### src/rtl/teletext_row_buffer_if.sv
// Character-path bundle between the character source / renderer and the teletext row buffer.
// The master side drives characters, requests and timing pulses; the slave side is the buffer.
interface teletext_row_buffer_if #(
    parameter int CHAR_WIDTH     = 7,
    parameter int SCANLINE_WIDTH = 4
);
    logic                      character__valid;
    logic [CHAR_WIDTH-1:0]     character__character;
    logic                      char_request;
    logic                      timings__restart_frame;
    logic                      timings__end_of_scanline;
    logic                      clear_overflow;
    logic                      out_character__valid;
    logic [CHAR_WIDTH-1:0]     out_character__character;
    logic [SCANLINE_WIDTH-1:0] scanline_in_row;
    logic                      first_scanline_of_row;
    logic                      overflow;

    modport master (
        output character__valid,
        output character__character,
        output char_request,
        output timings__restart_frame,
        output timings__end_of_scanline,
        output clear_overflow,
        input  out_character__valid,
        input  out_character__character,
        input  scanline_in_row,
        input  first_scanline_of_row,
        input  overflow
    );

    modport slave (
        input  character__valid,
        input  character__character,
        input  char_request,
        input  timings__restart_frame,
        input  timings__end_of_scanline,
        input  clear_overflow,
        output out_character__valid,
        output out_character__character,
        output scanline_in_row,
        output first_scanline_of_row,
        output overflow
    );
endinterface

### src/rtl/teletext_row_buffer.sv
// Captures one character row on its first scanline and replays it on renderer demand for the
// remaining scanlines of the row, padding short rows with a fill character.
module teletext_row_buffer #(
    parameter int                   COLUMNS           = 40,
    parameter int                   CHAR_WIDTH        = 7,
    parameter int                   SCANLINES_PER_ROW = 10,
    parameter int                   PTR_WIDTH         = 6,
    parameter int                   SCANLINE_WIDTH    = 4,
    parameter logic [CHAR_WIDTH-1:0] FILL_CHARACTER   = CHAR_WIDTH'(7'h20)
) (
    input  logic                  clk,
    input  logic                  clk__enable,
    input  logic                  reset_n,
    teletext_row_buffer_if.slave  bus
);

    localparam int ADDR_WIDTH = (COLUMNS > 1) ? $clog2(COLUMNS) : 1;
    localparam logic [PTR_WIDTH-1:0]      COLS_P        = PTR_WIDTH'(COLUMNS);
    localparam logic [SCANLINE_WIDTH-1:0] LAST_SCANLINE = SCANLINE_WIDTH'(SCANLINES_PER_ROW - 1);

    typedef enum logic [1:0] {
        ST_WAIT_FRAME = 2'd0,
        ST_CAPTURE    = 2'd1,
        ST_REPLAY     = 2'd2
    } state_e;

    state_e                    state_r;
    state_e                    state_nxt_s;
    logic [PTR_WIDTH-1:0]      wr_ptr_r;
    logic [PTR_WIDTH-1:0]      rd_ptr_r;
    logic [PTR_WIDTH-1:0]      count_r;
    logic [SCANLINE_WIDTH-1:0] scanline_r;
    logic                      out_valid_r;
    logic [CHAR_WIDTH-1:0]     out_char_r;
    logic                      overflow_r;
    logic [CHAR_WIDTH-1:0]     mem_r [COLUMNS];

    logic                      accept_s;
    logic [ADDR_WIDTH-1:0]     wr_addr_s;
    logic [PTR_WIDTH-1:0]      wr_ptr_nxt_s;
    logic [PTR_WIDTH-1:0]      rd_ptr_nxt_s;
    logic [PTR_WIDTH-1:0]      count_nxt_s;
    logic [SCANLINE_WIDTH-1:0] scanline_nxt_s;
    logic                      out_valid_nxt_s;
    logic [CHAR_WIDTH-1:0]     out_char_nxt_s;
    logic                      overflow_nxt_s;

    // State register.
    always_ff @(posedge clk or negedge reset_n) begin
        if (!reset_n) begin
            state_r <= ST_WAIT_FRAME;
        end else if (clk__enable) begin
            state_r <= state_nxt_s;
        end
    end

    // Next-state decode; a frame restart overrides every state.
    always_comb begin
        state_nxt_s = state_r;
        if (bus.timings__restart_frame) begin
            state_nxt_s = ST_CAPTURE;
        end else begin
            case (state_r)
                ST_WAIT_FRAME: state_nxt_s = ST_WAIT_FRAME;
                ST_CAPTURE: begin
                    if (bus.timings__end_of_scanline) state_nxt_s = ST_REPLAY;
                    else                              state_nxt_s = ST_CAPTURE;
                end
                ST_REPLAY: begin
                    if (bus.timings__end_of_scanline && (scanline_r == LAST_SCANLINE))
                        state_nxt_s = ST_CAPTURE;
                    else
                        state_nxt_s = ST_REPLAY;
                end
                default: state_nxt_s = ST_WAIT_FRAME;
            endcase
        end
    end

    // Output / datapath decode: what each event does to pointers, counters and the output stage.
    always_comb begin
        accept_s        = 1'b0;
        wr_addr_s       = wr_ptr_r[ADDR_WIDTH-1:0];
        wr_ptr_nxt_s    = wr_ptr_r;
        rd_ptr_nxt_s    = rd_ptr_r;
        count_nxt_s     = count_r;
        scanline_nxt_s  = scanline_r;
        out_valid_nxt_s = 1'b0;
        out_char_nxt_s  = out_char_r;
        overflow_nxt_s  = overflow_r;
        if (bus.timings__restart_frame) begin
            scanline_nxt_s = {SCANLINE_WIDTH{1'b0}};
            rd_ptr_nxt_s   = {PTR_WIDTH{1'b0}};
            count_nxt_s    = {PTR_WIDTH{1'b0}};
            // A character coinciding with the restart becomes column 0 of the new row.
            if (bus.character__valid) begin
                accept_s        = 1'b1;
                wr_addr_s       = {ADDR_WIDTH{1'b0}};
                wr_ptr_nxt_s    = PTR_WIDTH'(1);
                out_valid_nxt_s = 1'b1;
                out_char_nxt_s  = bus.character__character;
            end else begin
                wr_ptr_nxt_s    = {PTR_WIDTH{1'b0}};
            end
            if (bus.clear_overflow) overflow_nxt_s = 1'b0;
            else                    overflow_nxt_s = overflow_r;
        end else begin
            case (state_r)
                ST_CAPTURE: begin
                    if (bus.character__valid && (wr_ptr_r < COLS_P)) begin
                        accept_s        = 1'b1;
                        wr_ptr_nxt_s    = wr_ptr_r + PTR_WIDTH'(1);
                        out_valid_nxt_s = 1'b1;
                        out_char_nxt_s  = bus.character__character;
                        overflow_nxt_s  = bus.clear_overflow ? 1'b0 : overflow_r;
                    end else if (bus.character__valid) begin
                        overflow_nxt_s  = 1'b1;
                    end else begin
                        overflow_nxt_s  = bus.clear_overflow ? 1'b0 : overflow_r;
                    end
                    // The count includes a character accepted on the closing cycle.
                    if (bus.timings__end_of_scanline) begin
                        count_nxt_s    = wr_ptr_nxt_s;
                        scanline_nxt_s = SCANLINE_WIDTH'(1);
                        rd_ptr_nxt_s   = {PTR_WIDTH{1'b0}};
                    end else begin
                        count_nxt_s    = count_r;
                    end
                end
                ST_REPLAY: begin
                    if (bus.character__valid) overflow_nxt_s = 1'b1;
                    else if (bus.clear_overflow) overflow_nxt_s = 1'b0;
                    else overflow_nxt_s = overflow_r;
                    if (bus.char_request && (rd_ptr_r < count_r)) begin
                        out_valid_nxt_s = 1'b1;
                        out_char_nxt_s  = mem_r[rd_ptr_r[ADDR_WIDTH-1:0]];
                        rd_ptr_nxt_s    = rd_ptr_r + PTR_WIDTH'(1);
                    end else if (bus.char_request) begin
                        out_valid_nxt_s = 1'b1;
                        out_char_nxt_s  = FILL_CHARACTER;
                    end else begin
                        rd_ptr_nxt_s    = rd_ptr_r;
                    end
                    // A request on the closing cycle is served first, then the read pointer rewinds.
                    if (bus.timings__end_of_scanline) begin
                        rd_ptr_nxt_s = {PTR_WIDTH{1'b0}};
                        if (scanline_r == LAST_SCANLINE) begin
                            scanline_nxt_s = {SCANLINE_WIDTH{1'b0}};
                            wr_ptr_nxt_s   = {PTR_WIDTH{1'b0}};
                        end else begin
                            scanline_nxt_s = scanline_r + SCANLINE_WIDTH'(1);
                        end
                    end else begin
                        scanline_nxt_s = scanline_r;
                    end
                end
                default: begin
                    overflow_nxt_s = overflow_r;
                end
            endcase
        end
    end

    // Pointer, counter, flag and output-stage registers.
    always_ff @(posedge clk or negedge reset_n) begin
        if (!reset_n) begin
            wr_ptr_r    <= {PTR_WIDTH{1'b0}};
            rd_ptr_r    <= {PTR_WIDTH{1'b0}};
            count_r     <= {PTR_WIDTH{1'b0}};
            scanline_r  <= {SCANLINE_WIDTH{1'b0}};
            out_valid_r <= 1'b0;
            out_char_r  <= {CHAR_WIDTH{1'b0}};
            overflow_r  <= 1'b0;
        end else if (clk__enable) begin
            wr_ptr_r    <= wr_ptr_nxt_s;
            rd_ptr_r    <= rd_ptr_nxt_s;
            count_r     <= count_nxt_s;
            scanline_r  <= scanline_nxt_s;
            out_valid_r <= out_valid_nxt_s;
            out_char_r  <= out_char_nxt_s;
            overflow_r  <= overflow_nxt_s;
        end
    end

    // Row storage; contents are meaningless until written, so no reset.
    always_ff @(posedge clk) begin
        if (clk__enable && accept_s) begin
            mem_r[wr_addr_s] <= bus.character__character;
        end
    end

    assign bus.out_character__valid     = out_valid_r;
    assign bus.out_character__character = out_char_r;
    assign bus.scanline_in_row          = scanline_r;
    assign bus.first_scanline_of_row    = (state_r == ST_CAPTURE);
    assign bus.overflow                 = overflow_r;

endmodule

### src/flat_wrapper.sv
// flat-port wrapper written by rule: the top's interface ports become plain ports
module teletext_row_buffer_flat 
#(
    parameter int                   COLUMNS           = 40,
    parameter int                   CHAR_WIDTH        = 7,
    parameter int                   SCANLINES_PER_ROW = 10,
    parameter int                   PTR_WIDTH         = 6,
    parameter int                   SCANLINE_WIDTH    = 4,
    parameter logic [CHAR_WIDTH-1:0] FILL_CHARACTER   = CHAR_WIDTH'(7'h20)
)
  (clk, clk__enable, reset_n, bus_character__valid, bus_character__character, bus_char_request, bus_timings__restart_frame, bus_timings__end_of_scanline, bus_clear_overflow, bus_out_character__valid, bus_out_character__character, bus_scanline_in_row, bus_first_scanline_of_row, bus_overflow);
  teletext_row_buffer_if #(.CHAR_WIDTH(CHAR_WIDTH), .SCANLINE_WIDTH(SCANLINE_WIDTH)) bus_i ();
  input  logic clk;
  input  logic clk__enable;
  input  logic reset_n;
  input wire logic [$bits(bus_i.character__valid)-1:0] bus_character__valid;
  input wire logic [$bits(bus_i.character__character)-1:0] bus_character__character;
  input wire logic [$bits(bus_i.char_request)-1:0] bus_char_request;
  input wire logic [$bits(bus_i.timings__restart_frame)-1:0] bus_timings__restart_frame;
  input wire logic [$bits(bus_i.timings__end_of_scanline)-1:0] bus_timings__end_of_scanline;
  input wire logic [$bits(bus_i.clear_overflow)-1:0] bus_clear_overflow;
  output wire logic [$bits(bus_i.out_character__valid)-1:0] bus_out_character__valid;
  output wire logic [$bits(bus_i.out_character__character)-1:0] bus_out_character__character;
  output wire logic [$bits(bus_i.scanline_in_row)-1:0] bus_scanline_in_row;
  output wire logic [$bits(bus_i.first_scanline_of_row)-1:0] bus_first_scanline_of_row;
  output wire logic [$bits(bus_i.overflow)-1:0] bus_overflow;
  assign bus_i.character__valid = bus_character__valid;
  assign bus_i.character__character = bus_character__character;
  assign bus_i.char_request = bus_char_request;
  assign bus_i.timings__restart_frame = bus_timings__restart_frame;
  assign bus_i.timings__end_of_scanline = bus_timings__end_of_scanline;
  assign bus_i.clear_overflow = bus_clear_overflow;
  assign bus_out_character__valid = bus_i.out_character__valid;
  assign bus_out_character__character = bus_i.out_character__character;
  assign bus_scanline_in_row = bus_i.scanline_in_row;
  assign bus_first_scanline_of_row = bus_i.first_scanline_of_row;
  assign bus_overflow = bus_i.overflow;
  teletext_row_buffer #(.COLUMNS(COLUMNS), .CHAR_WIDTH(CHAR_WIDTH), .SCANLINES_PER_ROW(SCANLINES_PER_ROW), .PTR_WIDTH(PTR_WIDTH), .SCANLINE_WIDTH(SCANLINE_WIDTH), .FILL_CHARACTER(FILL_CHARACTER)) u_core (.clk(clk), .clk__enable(clk__enable), .reset_n(reset_n), .bus(bus_i));
endmodule
### config.mk
export PLATFORM = sky130hd
export DESIGN_NAME = teletext_row_buffer_flat
export DESIGN_NICKNAME = d
export VERILOG_FILES = /design/src/rtl/teletext_row_buffer_if.sv /design/src/rtl/teletext_row_buffer.sv /design/src/flat_wrapper.sv
export SDC_FILE = /design/constraint.sdc
export NUM_CORES = 1
export LEC_CHECK = 0
export ABC_CLOCK_PERIOD_IN_PS = 2300
export BUFFER_PORTS_ARGS = -buffer_cell sky130_fd_sc_hd__buf_2
export CAP_MARGIN = 20
export CORE_UTILIZATION = 55
export DETAILED_ROUTE_END_ITERATION = 10
export PLACE_DENSITY_LB_ADDON = 0.15
export SLEW_MARGIN = 15
export SYNTH_ARGS = -nofsm -noshare
export SYNTH_HDL_FRONTEND = slang
export SYNTH_SLANG_ARGS = --single-unit
export TNS_END_PERCENT = 1
### constraint.sdc
create_clock -name clk -period 2.3 [get_ports clk]
set_input_delay 0.115 -clock clk [delete_from_list [all_inputs] [get_ports clk]]
set_output_delay 0.115 -clock clk [all_outputs]
set_load 0.005 [all_outputs]
======== Word level (Yosys, flattened, before mapping) ========
Memory sizes are Yosys's and may differ from the RTL's.
Index checks and enable logic that the tools add are counted.
storage, ports and cells
  flip-flop bits (word level) ............. 33
  bits in writable memories ............... 280
  output and inout port bits .............. 14
  memories kept ........................... 1
  logic and storage cells ................. 83
memory list
  memory        depth  width  rd ports  clocked after memory_dff  wr ports  line                       source
  u_core.mem_r  40     7      1         0                         1         teletext_row_buffer.sv:36  logic [CHAR_WIDTH-1:0] mem_r [COLUMNS];
operators by class
  equal/unequal tests ..................... 10
  mux-type cells .......................... 46
  magnitude comparators ................... 2
  reduce and logical (&&, ||, !) cells .... 13
  add/sub/neg operators ................... 3
operators by type and width
  kind                   count
  $mux W6                13
  $mux W7                5
  $pmux W6 S2            2
  $mux W4                4
  $mux W1                14
  $pmux W7 S2            1
  $add A6 B1 Y6 const B  2
  $reduce_and A4 Y1      3
  $ne A4 B3 Y1 const B   2
  $pmux W4 S2            1
  $lt A6 B6 Y1           1
  $lt A6 B6 Y1 const B   1
  $mux W2                3
  $ne A3 B2 Y1 const B   2
  $ne A3 B3 Y1 const B   2
  $reduce_and A5 Y1      1
  $add A4 B1 Y4 const B  1
  $eq A4 B4 Y1 const B   1
  $logic_and A1 B1 Y1    4
  $pmux W1 S2            2
  $pmux W2 S2            1
  $reduce_bool A2 Y1     2
  $reduce_and A3 Y1      1
  $reduce_bool A3 Y1     1
  other kinds (4)        4

======== Longest topological paths before layout ========
Gate-level depths: netlist (run 1).
  depth in word-level cells ............... 8
  mapped depth ............................ 9
  gate-level depth less buffers ........... 7

======== Worst setup path after synthesis (run 1) ========
Ideal clock, no wire load.
  path kind ............................... flip-flop to flip-flop
  start point ............................. reg u_core.state_r[1]
  end point ............................... mem u_core.mem_r[38][0], enable pin
  data arrival time ....................... 2077 ps
  cell stages (with the launch flop) ...... 8
  library setup time ...................... 360 ps
  path buffers ............................ 1
  path slack .............................. -137 ps
  cells stage by stage .................... dfrtp_1 -> inv_1 -> ha_1 -> clkbuf_1 -> nand3_1 -> a21oi_1 -> nand4_1 -> nor2_1
between the ends
  longest elaborated chain between the ends .. 6
ends and longest elaborated chain
  element                              line                        source
  from (decl)                          teletext_row_buffer.sv:27   state_e state_r;
  from (signal assigned)               teletext_row_buffer.sv:53   state_r <= state_nxt_s;
  $eq A2 B1 Y1                         -
  named net bus_first_scanline_of_row  flat_wrapper.sv:25          output wire logic [$bits(bus_i.first_scanline_of_row)-1:0] bus_first_scanline_of_row;
  $mux W1                              teletext_row_buffer.sv:108  case (state_r)
  $mux W1                              teletext_row_buffer.sv:91   if (bus.timings__restart_frame) begin
  $logic_and A1 B1 Y1                  teletext_row_buffer.sv:187  if (clk__enable && accept_s) begin
  $mux W1                              teletext_row_buffer.sv:187
  $mux W1 (not written as such)        teletext_row_buffer.sv:188  mem_r[wr_addr_s] <= bus.character__character;
  to (decl)                            teletext_row_buffer.sv:36
The timed path passes the listed nets, and every way through them passes these cells.

======== Final worst setup path (run 1) ========
  start point ............................. reg u_core.rd_ptr_r[2]
  end point ............................... reg u_core.out_char_r[3], in the netlist u_core.bus.out_character__character[3]
between the ends
  longest elaborated chain between the ends .. 5
ends and longest elaborated chain
  element                                                 line                        source
  from (decl)                                             teletext_row_buffer.sv:30   logic [PTR_WIDTH-1:0] rd_ptr_r;
  from (signal assigned)                                  teletext_row_buffer.sv:168  rd_ptr_r <= {PTR_WIDTH{1'b0}};
  from (signal assigned)                                  teletext_row_buffer.sv:176  rd_ptr_r <= rd_ptr_nxt_s;
  branches (longest 5 deep; another with $mem_v2 Z40 W7)  -
  to (signal assigned)                                    teletext_row_buffer.sv:172  out_char_r <= {CHAR_WIDTH{1'b0}};
  to (signal assigned)                                    teletext_row_buffer.sv:180  out_char_r <= out_char_nxt_s;
  to (decl)                                               teletext_row_buffer.sv:34   logic [CHAR_WIDTH-1:0] out_char_r;
Parallel ways; which one is timed is not known.
A chain may end at the register's enable or synchronous reset.

==> metrics.md, run 1 <==
| Metric | Value |
|---|---|
| Worst-path clk slew | `0.06 ns` |
| Hold crit path type | `in -> reg` |
| Library cell appearing most often on the critical path | `sky130_fd_sc_hd__o22ai_1` |
| Area overhead of the layout relative to synthesis | `14.78%` |
| Post-synthesis xor/xnor area fraction | `0.4030%` |
| Final routed wire length divided by cell count | `25.02 µm` |
| Root Driver | `sky130_fd_sc_hd__clkbuf_16` |
| Sink count of the clock tree | `313` |
| Clock buffer depth | `3` |
| Post-Synthesis Cell Area | `13040 µm²` |
| Synth cell types | `59` |
| Total clock buffers created by CTS | `30` |
| Gr ovfl total | `0` |
| Yosys synthesis warning count | `0` |
| Largest vdd supply drop | `0.7557 mV` |
| Remaining max-slew budget at the tightest pin | `41.01%` |
| Chain of cells forming the critical path | `buf_12, nand2b_1, or2_2, o22ai_1, nor4_1, o22ai_1` |
| Fraction of synthesis flops using an asynchronous set or reset pin | `10.54%` |
| Setup repair bufs after CTS | `0` |
| Cell family contributing the most delay on the critical path | `simple AND/OR/NAND/NOR gates` |
| Required time of the critical path | `2.71 ns` |
| Crit Path Class | `reg -> reg` |
| Antenna Violating Nets Remaining | `0` |
| Cells after Synth | `791` |
| Post-synthesis mux area share | `12.44%` |
| H-tree lvl count | `1` |
| Slack of the critical path | `-0.01279 ns` |
| Synth Area in Adders | `1.055%` |
| Net count after synthesis | `817` |
| Proportion of layout cells with a drive suffix above 1 | `24.50%` |
| Count of vias placed by the detailed router | `7518` |
| Routed Wire Length | `30.20 mm` |
| Row Count | `55` |
| CP Capture Type | `flip-flop` |
| Count of buffer and inverter cells on the critical path | `1` |
| Dominant synthesized flop cell | `sky130_fd_sc_hd__edfxtp_1` |
| Total track usage | `26.20%` |
| Pre-Repair DR Iteration Count | `5` |
| Die area | `24330 µm²` |
| Synthesized-area fraction occupied by and/or/nand/nor cells | `6.947%` |
| Mean instance size in the synthesized netlist | `16.49 µm²` |
| IO Count | `29` |
| Final setup viols | `1` |
| CTS tree | `built` |
| Fin nets | `898` |
| Final non-filler cell total | `1207` |
| Commonest non-fill, non-tap cells in the layout | `280 x sky130_fd_sc_hd__edfxtp_1, 67 x sky130_fd_sc_hd__nor2_1, 52 x sky130_fd_sc_hd__mux4_2, 52 x sky130_fd_sc_hd__buf_4, 45 x sky130_fd_sc_hd__nand2_1` |
| Maximum number of pins on one net before global-route repair | `42` |
| Startpoint type of the worst setup path | `flip-flop` |
| Commonest non-fill, non-tap cell in the layout | `sky130_fd_sc_hd__edfxtp_1` |
| Fmax | `432.4 MHz` |
| Horizontal die dimension | `156.0 µm` |
| Sequential-to-total area share from yosys stat | `70.81%` |
| Tightest Pin Transition | `0.8848 ns` |
| Largest family of logic cells by synthesized area | `multiplexers` |
| Result of the run | `finished, violations left` |
| Synth Area in Compound Gates | `6.237%` |
| Arr. time, crit path | `2.72 ns` |
| Number of slew-limit violations in the final report | `0` |
| Share of the clock period used by the worst path after layout | `100.6%` |
| Starting Density | `56.90%` |
| Highest-delay cell along the critical path | `sky130_fd_sc_hd__nor4_1` |
| CP peak stage delay | `0.48 ns` |
| Violation count after the first detailed-routing iteration | `853` |
| Leakage dissipation | `4.845 nW` |
| RSZ-0062 raised after global routing | `false` |
| Placeable core area | `22920 µm²` |
| Vias in the first global route | `7437` |
| Final weighted congestion in routability-driven placement | `0.8407` |
| Routed via count divided by cell count | `6.229` |
| Antenna diode count | `0` |
| Max Fanout on Critical Path | `35` |
| EDFF count, synth | `280` |
| Die Y-Extent | `156.0 µm` |
| Post-synthesis register bit count | `313` |
| Final min period | `2.313 ns` |
| Global-route wire length before repair | `46.49 mm` |
| Hold Vio Cnt, Final | `0` |
| Number of design rule violations left after detail routing | `0` |
| Final HPWL DP | `19.90 mm` |
| Final Power | `11.64 mW` |
| Post-route clock skew | `0.01175 ns` |
| Buffers added on ports | `28` |
| Max capacitance violation total | `0` |
| Failing checks | `negative setup slack` |
| Filler Cells Inserted | `1609` |
| Insertion delay to the later sink of the worst-skew pair | `0.55 ns` |
| Initial antenna violation count | `0` |
| Placed instance count | `1145` |
| P per Cell Area | `777.9 nW/µm²` |
## repair_timing
action | in CTS | in global routing
endpoints found under the setup margin | 0 | 157
endpoints found under the hold margin | 42 | 0
resized for setup | 0 | 5
hold buffers | 8 | 0
## worst min-delay path, cell delays in order
cell,delay [ns]
sky130_fd_sc_hd__buf_2,0.12
sky130_fd_sc_hd__nand2_1,0.11
sky130_fd_sc_hd__nand2_1,0.08
sky130_fd_sc_hd__nand2_1,0.06
sky130_fd_sc_hd__a31oi_1,0.08
## logic make-up after synthesis
family,after synthesis
multiplexers,90
AO/OA/AOI/OAI,122
XOR/XNOR,6
AND/OR/NAND/NOR,193
adder cells (fa/ha/maj),11
flip-flops,313
buffers and inverters,56
## cell type report
cell class	count	area [µm²]	area share, %
repair buffers	93	710.7	4.748
well taps	313	391.6	2.617
clock inverters	20	150.1	1.003
multi-input cells	422	3643	24.34
flip-flops and latches	313	9239	61.73
inverters	12	45.04	0.3010
clock buffers	34	787.0	5.258
## worst paths after layout
check	start	to	slack [ns]	cells past startpoint
worst max register to register	u_core.rd_ptr_r[2]	u_core.bus.out_character__character[3]	-0.01	6
worst min register to register	u_core.count_r[0]	u_core.count_r[0]	0.47	2
max in group asynchronous	reset_n	u_core.rd_ptr_r[1]	1.54	2
worst min-delay path	bus_char_request	u_core.bus.out_character__valid	0.07	5
worst max-delay path	u_core.rd_ptr_r[2]	u_core.bus.out_character__character[3]	-0.01	6
min in group asynchronous	reset_n	u_core.wr_ptr_r[5]	0.18	2
## registers in the layout, summed over array words and instances (netlist names)
register                             count
u_core.bus.overflow                      1
u_core.state_r                           2
u_core.bus.out_character__valid          1
u_core.wr_ptr_r                          6
u_core.bus.out_character__character      7
u_core.mem_r                           280
u_core.bus.scanline_in_row               4
u_core.count_r                           6
u_core.rd_ptr_r                          6
## synthesized netlist by cell type, drive strengths merged, types with 5 or more instances
cell      n  area [µm²]
o21ai    26       130.1
a21oi    13       65.06
nand4     9       56.30
dfrtp    33       825.8
mux2i    18       180.2
ha       11       137.6
nand2    45       168.9
a22oi     8       65.06
buf      24       155.2
nand3    12       60.06
o22ai    32       200.2
nor2b     5       31.28
o31ai     9       67.56
mux4     55        1250
or4       5       37.54
nor4      5       31.28
nand2b   11       68.82
inv      12       45.04
edfxtp  280        8408
a21boi    7       52.55
clkbuf   20       75.07
mux2     17       191.4
nor3      6       30.03
nor2     76       285.3
## per-stage QoR
stage               hold slack, ns  util, %  TNS (ns)  worst slack, ns  cell area [µm²]
global route               0.08024    65.31         0         0.005337            14970
finish                     0.06511    65.31  -0.01279         -0.01279            14970
floorplan                  -0.1806        -    -6.603          -0.1179            13140
CTS                        0.05246    65.21         0          0.02965            14940
global placement            0.2231    60.78         0          0.05744            13930
detailed placement          0.2420    60.78         0          0.07169            13930
## power breakdown
group | total, mW | internal [mW] | switching [mW] | leakage [nW]
combinational | 0.606 | 0.199 | 0.407 | 1.45
clock | 4.67 | 2.66 | 2.01 | 0.452
sequential | 6.36 | 6.27 | 0.0884 | 2.94
total | 11.6 | 9.14 | 2.51 | 4.85
## routing by layer
metal	routed length, µm	track usage (%)	up-vias
met1	12960	38.77	3819
met3	2259	3.944	42
li1	-	-	3310
met4	441	5.462	0
met2	14550	41.71	347
met5	0	0	-
Note: power is estimated with default switching activity, not from simulation.
==> run 2, diff against run 1 <==
Settings changed: CORE_UTILIZATION 55 to 56, TNS_END_PERCENT 1 to 50.
==> metrics.md, run 2 (synthesis results as in run 1) <==
| Metric | Value |
|---|---|
| Result of the run | `finished, final reports clean (was finished, violations left)` |
| Number of design rule violations left after detail routing | `0 (unchanged)` |
| Final design area excluding fillers | `15050 µm² (was 14970 µm²)` |
| Leakage dissipation | `4.919 nW (was 4.845 nW)` |
| Tightest Pin Transition | `0.8619 ns (was 0.8848 ns)` |
| Final-layout setup total negative slack | `0 ns (was -0.01279 ns)` |
| Fin nets | `905 (was 898)` |
| Final weighted congestion in routability-driven placement | `0.8919 (was 0.8407)` |
| Final setup viols | `0 (was 1)` |
| Final routed wire length divided by cell count | `25.12 µm (was 25.02 µm)` |
| Violation count after the first detailed-routing iteration | `617 (was 853)` |
| Clock buffer depth | `3 (unchanged)` |
| Insertion delay to the later sink of the worst-skew pair | `0.56 ns (was 0.55 ns)` |
| Share of the clock period used by the worst path after layout | `94.67% (was 100.6%)` |
| Largest vdd supply drop | `0.6905 mV (was 0.7557 mV)` |
| Number of slew-limit violations in the final report | `0 (unchanged)` |
| Hold crit path type | `in -> reg (unchanged)` |
| Max capacitance violation total | `0 (unchanged)` |
| Vias in the first global route | `7622 (was 7437)` |
| Post-route clock skew | `0.01873 ns (was 0.01175 ns)` |
| CTS tree | `built (unchanged)` |
| Horizontal die dimension | `154.6 µm (was 156.0 µm)` |
| Hold Vio Cnt, Final | `0 (unchanged)` |
| IO Count | `29 (unchanged)` |
| Row Count | `55 (unchanged)` |
| Maximum number of pins on one net before global-route repair | `42 (unchanged)` |
| Startpoint type of the worst setup path | `flip-flop (unchanged)` |
| Remaining max-slew budget at the tightest pin | `42.54% (was 41.01%)` |
| Proportion of layout cells with a drive suffix above 1 | `25.22% (was 24.50%)` |
| Slack of the critical path | `0.1227 ns (was -0.01279 ns)` |
| Buffers added on ports | `28 (unchanged)` |
| CP Capture Type | `flip-flop (unchanged)` |
| Required time of the critical path | `2.55 ns (was 2.71 ns)` |
| Fmax | `459.3 MHz (was 432.4 MHz)` |
| Die Y-Extent | `154.6 µm (was 156.0 µm)` |
| Initial antenna violation count | `0 (unchanged)` |
| Filler Cells Inserted | `1512 (was 1609)` |
| Routed Wire Length | `29.87 mm (was 30.20 mm)` |
| Starting Density | `57.42% (was 56.90%)` |
| Total track usage | `26.19% (was 26.20%)` |
| Sink count of the clock tree | `313 (unchanged)` |
| Root Driver | `sky130_fd_sc_hd__clkbuf_16 (unchanged)` |
| P per Cell Area | `800.7 nW/µm² (was 777.9 nW/µm²)` |
| Placed cell areas | `13920 µm² (was 13930 µm²)` |
| Pre-CTS setup slack | `0.1579 ns (was 0.07169 ns)` |
| H-tree lvl count | `1 (unchanged)` |
| Final min period | `2.177 ns (was 2.313 ns)` |
| Antenna Violating Nets Remaining | `0 (unchanged)` |
| Total clock buffers created by CTS | `31 (was 30)` |
| Commonest non-fill, non-tap cells in the layout | `280 x sky130_fd_sc_hd__edfxtp_1, 68 x sky130_fd_sc_hd__nor2_1, 59 x sky130_fd_sc_hd__buf_4, 52 x sky130_fd_sc_hd__mux4_2, 45 x sky130_fd_sc_hd__nand2_1 (was 280 x sky130_fd_sc_hd__edfxtp_1, 67 x sky130_fd_sc_hd__nor2_1, 52 x sky130_fd_sc_hd__mux4_2, 52 x sky130_fd_sc_hd__buf_4, 45 x sky130_fd_sc_hd__nand2_1)` |
| Arr. time, crit path | `2.43 ns (was 2.72 ns)` |
| Top reg by flops | `u_core.mem_r (unchanged)` |
| RSZ-0062 raised after global routing | `false (unchanged)` |
| Die area | `23900 µm² (was 24330 µm²)` |
| Count of vias placed by the detailed router | `7491 (was 7518)` |
| Commonest non-fill, non-tap cell in the layout | `sky130_fd_sc_hd__edfxtp_1 (unchanged)` |
| Worst-path clk slew | `0.07 ns (was 0.06 ns)` |
| Largest register FFs | `280 (unchanged)` |
| Pre-Repair DR Iteration Count | `5 (unchanged)` |
| Combined flip-flop and latch cell area | `9239 µm² (unchanged)` |
| Area overhead of the layout relative to synthesis | `15.42% (was 14.78%)` |
| Crit Path Class | `reg -> reg (unchanged)` |
| Final HPWL DP | `19.58 mm (was 19.90 mm)` |
| Routed via count divided by cell count | `6.300 (was 6.229)` |
| Antenna diode count | `0 (unchanged)` |
| Global-route wire length before repair | `45.83 mm (was 46.49 mm)` |
| Placeable core area | `22710 µm² (was 22920 µm²)` |
| Gr ovfl total | `0 (unchanged)` |
| Max Fanout on Critical Path | `8 (was 35)` |
| Total area of multi-input combinational cells | `3628 µm² (was 3643 µm²)` |
[run 2: power by group]
group          internal [mW]  leakage [nW]  switching (mW)  total (mW)
clock                   3.02         0.505            2.08        5.10
sequential              6.27          2.94          0.0836        6.36
combinational          0.199          1.47           0.392       0.591
total                   9.50          4.92            2.55        12.1
[run 2: layout make-up]
| cell class | count | share of cell area (%) |
|---|---|---|
| Sequential cell | 313 | 61.38 |
| Timing Repair Buffer | 99 | 4.938 |
| Clock inverter | 24 | 1.671 |
| Inverter | 12 | 0.2993 |
| Multi-Input combinational cell | 422 | 24.11 |
| Tap cell | 285 | 2.369 |
| Clock buffer | 34 | 5.229 |
[run 2: per-stage QoR]
| step | utilization (%) | instances | hold slack (ns) | power [mW] |
|---|---|---|---|---|
| floorplan | - | 791 | -0.1806 | 6.756 |
| global placement | 61.28 | 1122 | 0.2163 | 7.012 |
| detailed placement | 61.28 | 1122 | 0.2498 | 7.046 |
| CTS | 66.21 | 1188 | 0.02880 | 12.10 |
| global route | 66.28 | 1189 | 0.1057 | 12.39 |
| finish | 66.28 | 1189 | 0.08327 | 12.05 |
[run 2: final timing paths]
check                           slack (ns)                start  depth (start not counted)                               to
worst max-delay path                  0.12    u_core.state_r[1]                          7              u_core.mem_r[27][5]
worst min-delay path                  0.08     bus_char_request                          5  u_core.bus.out_character__valid
worst max register to register        0.12    u_core.state_r[1]                          7              u_core.mem_r[27][5]
worst min register to register        0.48  u_core.bus.overflow                          2              u_core.bus.overflow
max in group asynchronous             1.51              reset_n                          2               u_core.rd_ptr_r[1]
min in group asynchronous             0.19              reset_n                          2               u_core.wr_ptr_r[0]
[run 2: what timing repair did]
action / 4_1_cts / 5_1_grt
buffers inserted: 0 / 1
hold buffers: 8 / 0
endpoints found under the hold margin: 40 / 0
resized for setup: 0 / 2
endpoints found under the setup margin: 0 / 13
[run 2: critical path: stages, from the launching register on]
cell and delay [ns]:
sky130_fd_sc_hd__dfrtp_1 0.38, sky130_fd_sc_hd__inv_1 0.09, sky130_fd_sc_hd__ha_2 0.27, sky130_fd_sc_hd__nand3_4 0.10, sky130_fd_sc_hd__a21oi_4 0.24, sky130_fd_sc_hd__nand4_1 0.28, sky130_fd_sc_hd__nor2_1 0.28, sky130_fd_sc_hd__buf_4 0.23
[run 2: routing by layer]
layer / up-vias / routed length (µm) / GRT usage (%)
met1: 3830 / 12590 / 37.56
met2: 292 / 14360 / 42.06
li1: 3312 / - / -
met5: - / 0 / 0
met3: 57 / 2227 / 4.539
met4: 0 / 701 / 7.025
==> run 3, diff against run 2 <==
Settings changed: BUFFER_PORTS_ARGS -buffer_cell sky130_fd_sc_hd__buf_2 to -buffer_cell sky130_fd_sc_hd__clkbuf_2, CTS_CLUSTER_DIAMETER set to 80.
==> metrics.md, run 3 (synthesis results as in run 1) <==
| Metric | Value |
|---|---|
| Final non-filler cell total | `1194 (was 1189)` |
| Leakage dissipation | `4.977 nW (was 4.919 nW)` |
| Global-route wire length before repair | `46.47 mm (was 45.83 mm)` |
| Row Count | `55 (unchanged)` |
| Final setup viols | `0 (unchanged)` |
| Top reg by flops | `u_core.mem_r (unchanged)` |
| Routed Wire Length | `30.09 mm (was 29.87 mm)` |
| CP Capture Type | `flip-flop (unchanged)` |
| Final routed wire length divided by cell count | `25.20 µm (was 25.12 µm)` |
| Maximum number of pins on one net before global-route repair | `42 (unchanged)` |
| Crit Path Class | `reg -> reg (unchanged)` |
| Count of vias placed by the detailed router | `7553 (was 7491)` |
| H-tree lvl count | `2 (was 1)` |
| Largest vdd supply drop | `0.6553 mV (was 0.6905 mV)` |
| Tightest Pin Transition | `1.008 ns (was 0.8619 ns)` |
| Total track usage | `26.55% (was 26.19%)` |
| Antenna diode count | `0 (unchanged)` |
| Horizontal die dimension | `154.6 µm (unchanged)` |
| P per Cell Area | `809.9 nW/µm² (was 800.7 nW/µm²)` |
| Arr. time, crit path | `2.62 ns (was 2.43 ns)` |
| Setup repair bufs after CTS | `0 (unchanged)` |
| Starting Density | `57.42% (unchanged)` |
| Post-route clock skew | `0.01220 ns (was 0.01873 ns)` |
| Final min period | `2.202 ns (was 2.177 ns)` |
| Share of the clock period used by the worst path after layout | `95.74% (was 94.67%)` |
| Final HPWL DP | `19.94 mm (was 19.58 mm)` |
| Total clock buffers created by CTS | `34 (was 31)` |
| Die area | `23900 µm² (unchanged)` |
| Placeable core area | `22710 µm² (unchanged)` |
| Fmax | `454.1 MHz (was 459.3 MHz)` |
| Vias in the first global route | `7557 (was 7622)` |
| Worst hold slack | `0.02701 ns (was 0.08327 ns)` |
| Worst-path clk slew | `0.06 ns (was 0.07 ns)` |
| Placed instance count | `1130 (was 1122)` |
| Startpoint type of the worst setup path | `flip-flop (unchanged)` |
| IO Count | `29 (unchanged)` |
| Final weighted congestion in routability-driven placement | `0.8637 (was 0.8919)` |
| Sink count of the clock tree | `313 (unchanged)` |
| Gr ovfl total | `0 (unchanged)` |
| Hold Vio Cnt, Final | `0 (unchanged)` |
| CTS tree | `built (unchanged)` |
| Final Power | `12.25 mW (was 12.05 mW)` |
| Required time of the critical path | `2.72 ns (was 2.55 ns)` |
| Number of slew-limit violations in the final report | `0 (unchanged)` |
| Fin nets | `912 (was 905)` |
| Routed via count divided by cell count | `6.326 (was 6.300)` |
| Commonest non-fill, non-tap cell in the layout | `sky130_fd_sc_hd__edfxtp_1 (unchanged)` |
| Buffers added on ports | `28 (unchanged)` |
| Violation count after the first detailed-routing iteration | `657 (was 617)` |
| Pre-Repair DR Iteration Count | `5 (unchanged)` |
| Largest register FFs | `280 (unchanged)` |
| Proportion of layout cells with a drive suffix above 1 | `25.96% (was 25.22%)` |
| Initial antenna violation count | `0 (unchanged)` |
| Clock buffer depth | `3 (unchanged)` |
| Max Fanout on Critical Path | `6 (was 8)` |
| Area overhead of the layout relative to synthesis | `16.02% (was 15.42%)` |
| Final-layout setup total negative slack | `0 ns (unchanged)` |
| Number of design rule violations left after detail routing | `0 (unchanged)` |
| Antenna Violating Nets Remaining | `0 (unchanged)` |
| Remaining max-slew budget at the tightest pin | `32.83% (was 42.54%)` |
| Max capacitance violation total | `0 (unchanged)` |
| Commonest non-fill, non-tap cells in the layout | `280 x sky130_fd_sc_hd__edfxtp_1, 68 x sky130_fd_sc_hd__nor2_1, 65 x sky130_fd_sc_hd__buf_4, 52 x sky130_fd_sc_hd__mux4_2, 45 x sky130_fd_sc_hd__nand2_1 (was 280 x sky130_fd_sc_hd__edfxtp_1, 68 x sky130_fd_sc_hd__nor2_1, 59 x sky130_fd_sc_hd__buf_4, 52 x sky130_fd_sc_hd__mux4_2, 45 x sky130_fd_sc_hd__nand2_1)` |
| Hold crit path type | `in -> reg (unchanged)` |
| Die Y-Extent | `154.6 µm (unchanged)` |
| Insertion delay to the later sink of the worst-skew pair | `0.51 ns (was 0.56 ns)` |
| Root Driver | `sky130_fd_sc_hd__clkbuf_16 (unchanged)` |
| Result of the run | `finished, final reports clean (unchanged)` |
| RSZ-0062 raised after global routing | `true (was false)` |
[run 3: stage by stage]
step	setup slack [ns]	util, %	instance area [µm²]
finish	0.09790	66.62	15130
global route	-0.03414	66.62	15130
CTS	0.1017	66.59	15120
detailed placement	0.1389	61.60	13990
global placement	0.2137	61.60	13990
floorplan	-0.1179	-	13140
[run 3: report_power, final]
part	leakage [nW]	internal (mW)	switching, mW
registers	2.94	6.28	0.0838
clock network	0.536	3.18	2.10
logic	1.50	0.204	0.411
[run 3: worst paths after layout]
| kind | start | end | slack (ns) | depth (start not counted) |
|---|---|---|---|---|
| hold reg to reg | u_core.count_r[3] | u_core.count_r[3] | 0.48 | 2 |
| max in group asynchronous | reset_n | u_core.rd_ptr_r[4] | 1.51 | 3 |
| setup reg to reg | u_core.state_r[0] | u_core.bus.out_character__character[0] | 0.1 | 7 |
| hold / removal | bus_timings__end_of_scanline | u_core.rd_ptr_r[0] | 0.03 | 3 |
| min in group asynchronous | reset_n | u_core.wr_ptr_r[0] | 0.17 | 2 |
| setup / recovery | u_core.state_r[0] | u_core.bus.out_character__character[0] | 0.1 | 7 |
[run 3: cell type report]
class	instances	area, µm²
flip-flops and latches	313	9239
inverters	12	45.04
repair buffers	103	778.2
well taps	285	356.6
clock inverters	18	163.9
fillers	1554	7580
clock buffers	41	918.4
multi-input cells	422	3628
[run 3: what timing repair did]
action | in CTS | in global routing
setup endpoints to repair | 0 | 3
endpoints found under the hold margin | 30 | 0
hold buffers | 5 | 0
resized for setup | 0 | 1
[run 3: routing by layer]
layer	part of all wire, %	vias up	wire [µm]	track usage [%]
met5	0	-	0	0
met4	2.5	0	742	8.251
met1	44	3858	13090	39.58
li1	-	3326	-	-
met2	46	312	13900	40.42
met3	7.8	57	2351	4.679
[run 3: worst max-delay path, stage by stage (launching register included)]
cell	delay, ns
sky130_fd_sc_hd__dfrtp_1	0.40
sky130_fd_sc_hd__inv_1	0.08
sky130_fd_sc_hd__ha_1	0.19
sky130_fd_sc_hd__inv_1	0.08
sky130_fd_sc_hd__or4_1	0.55
sky130_fd_sc_hd__nor2_1	0.38
sky130_fd_sc_hd__o2111ai_1	0.23
sky130_fd_sc_hd__o22ai_1	0.21
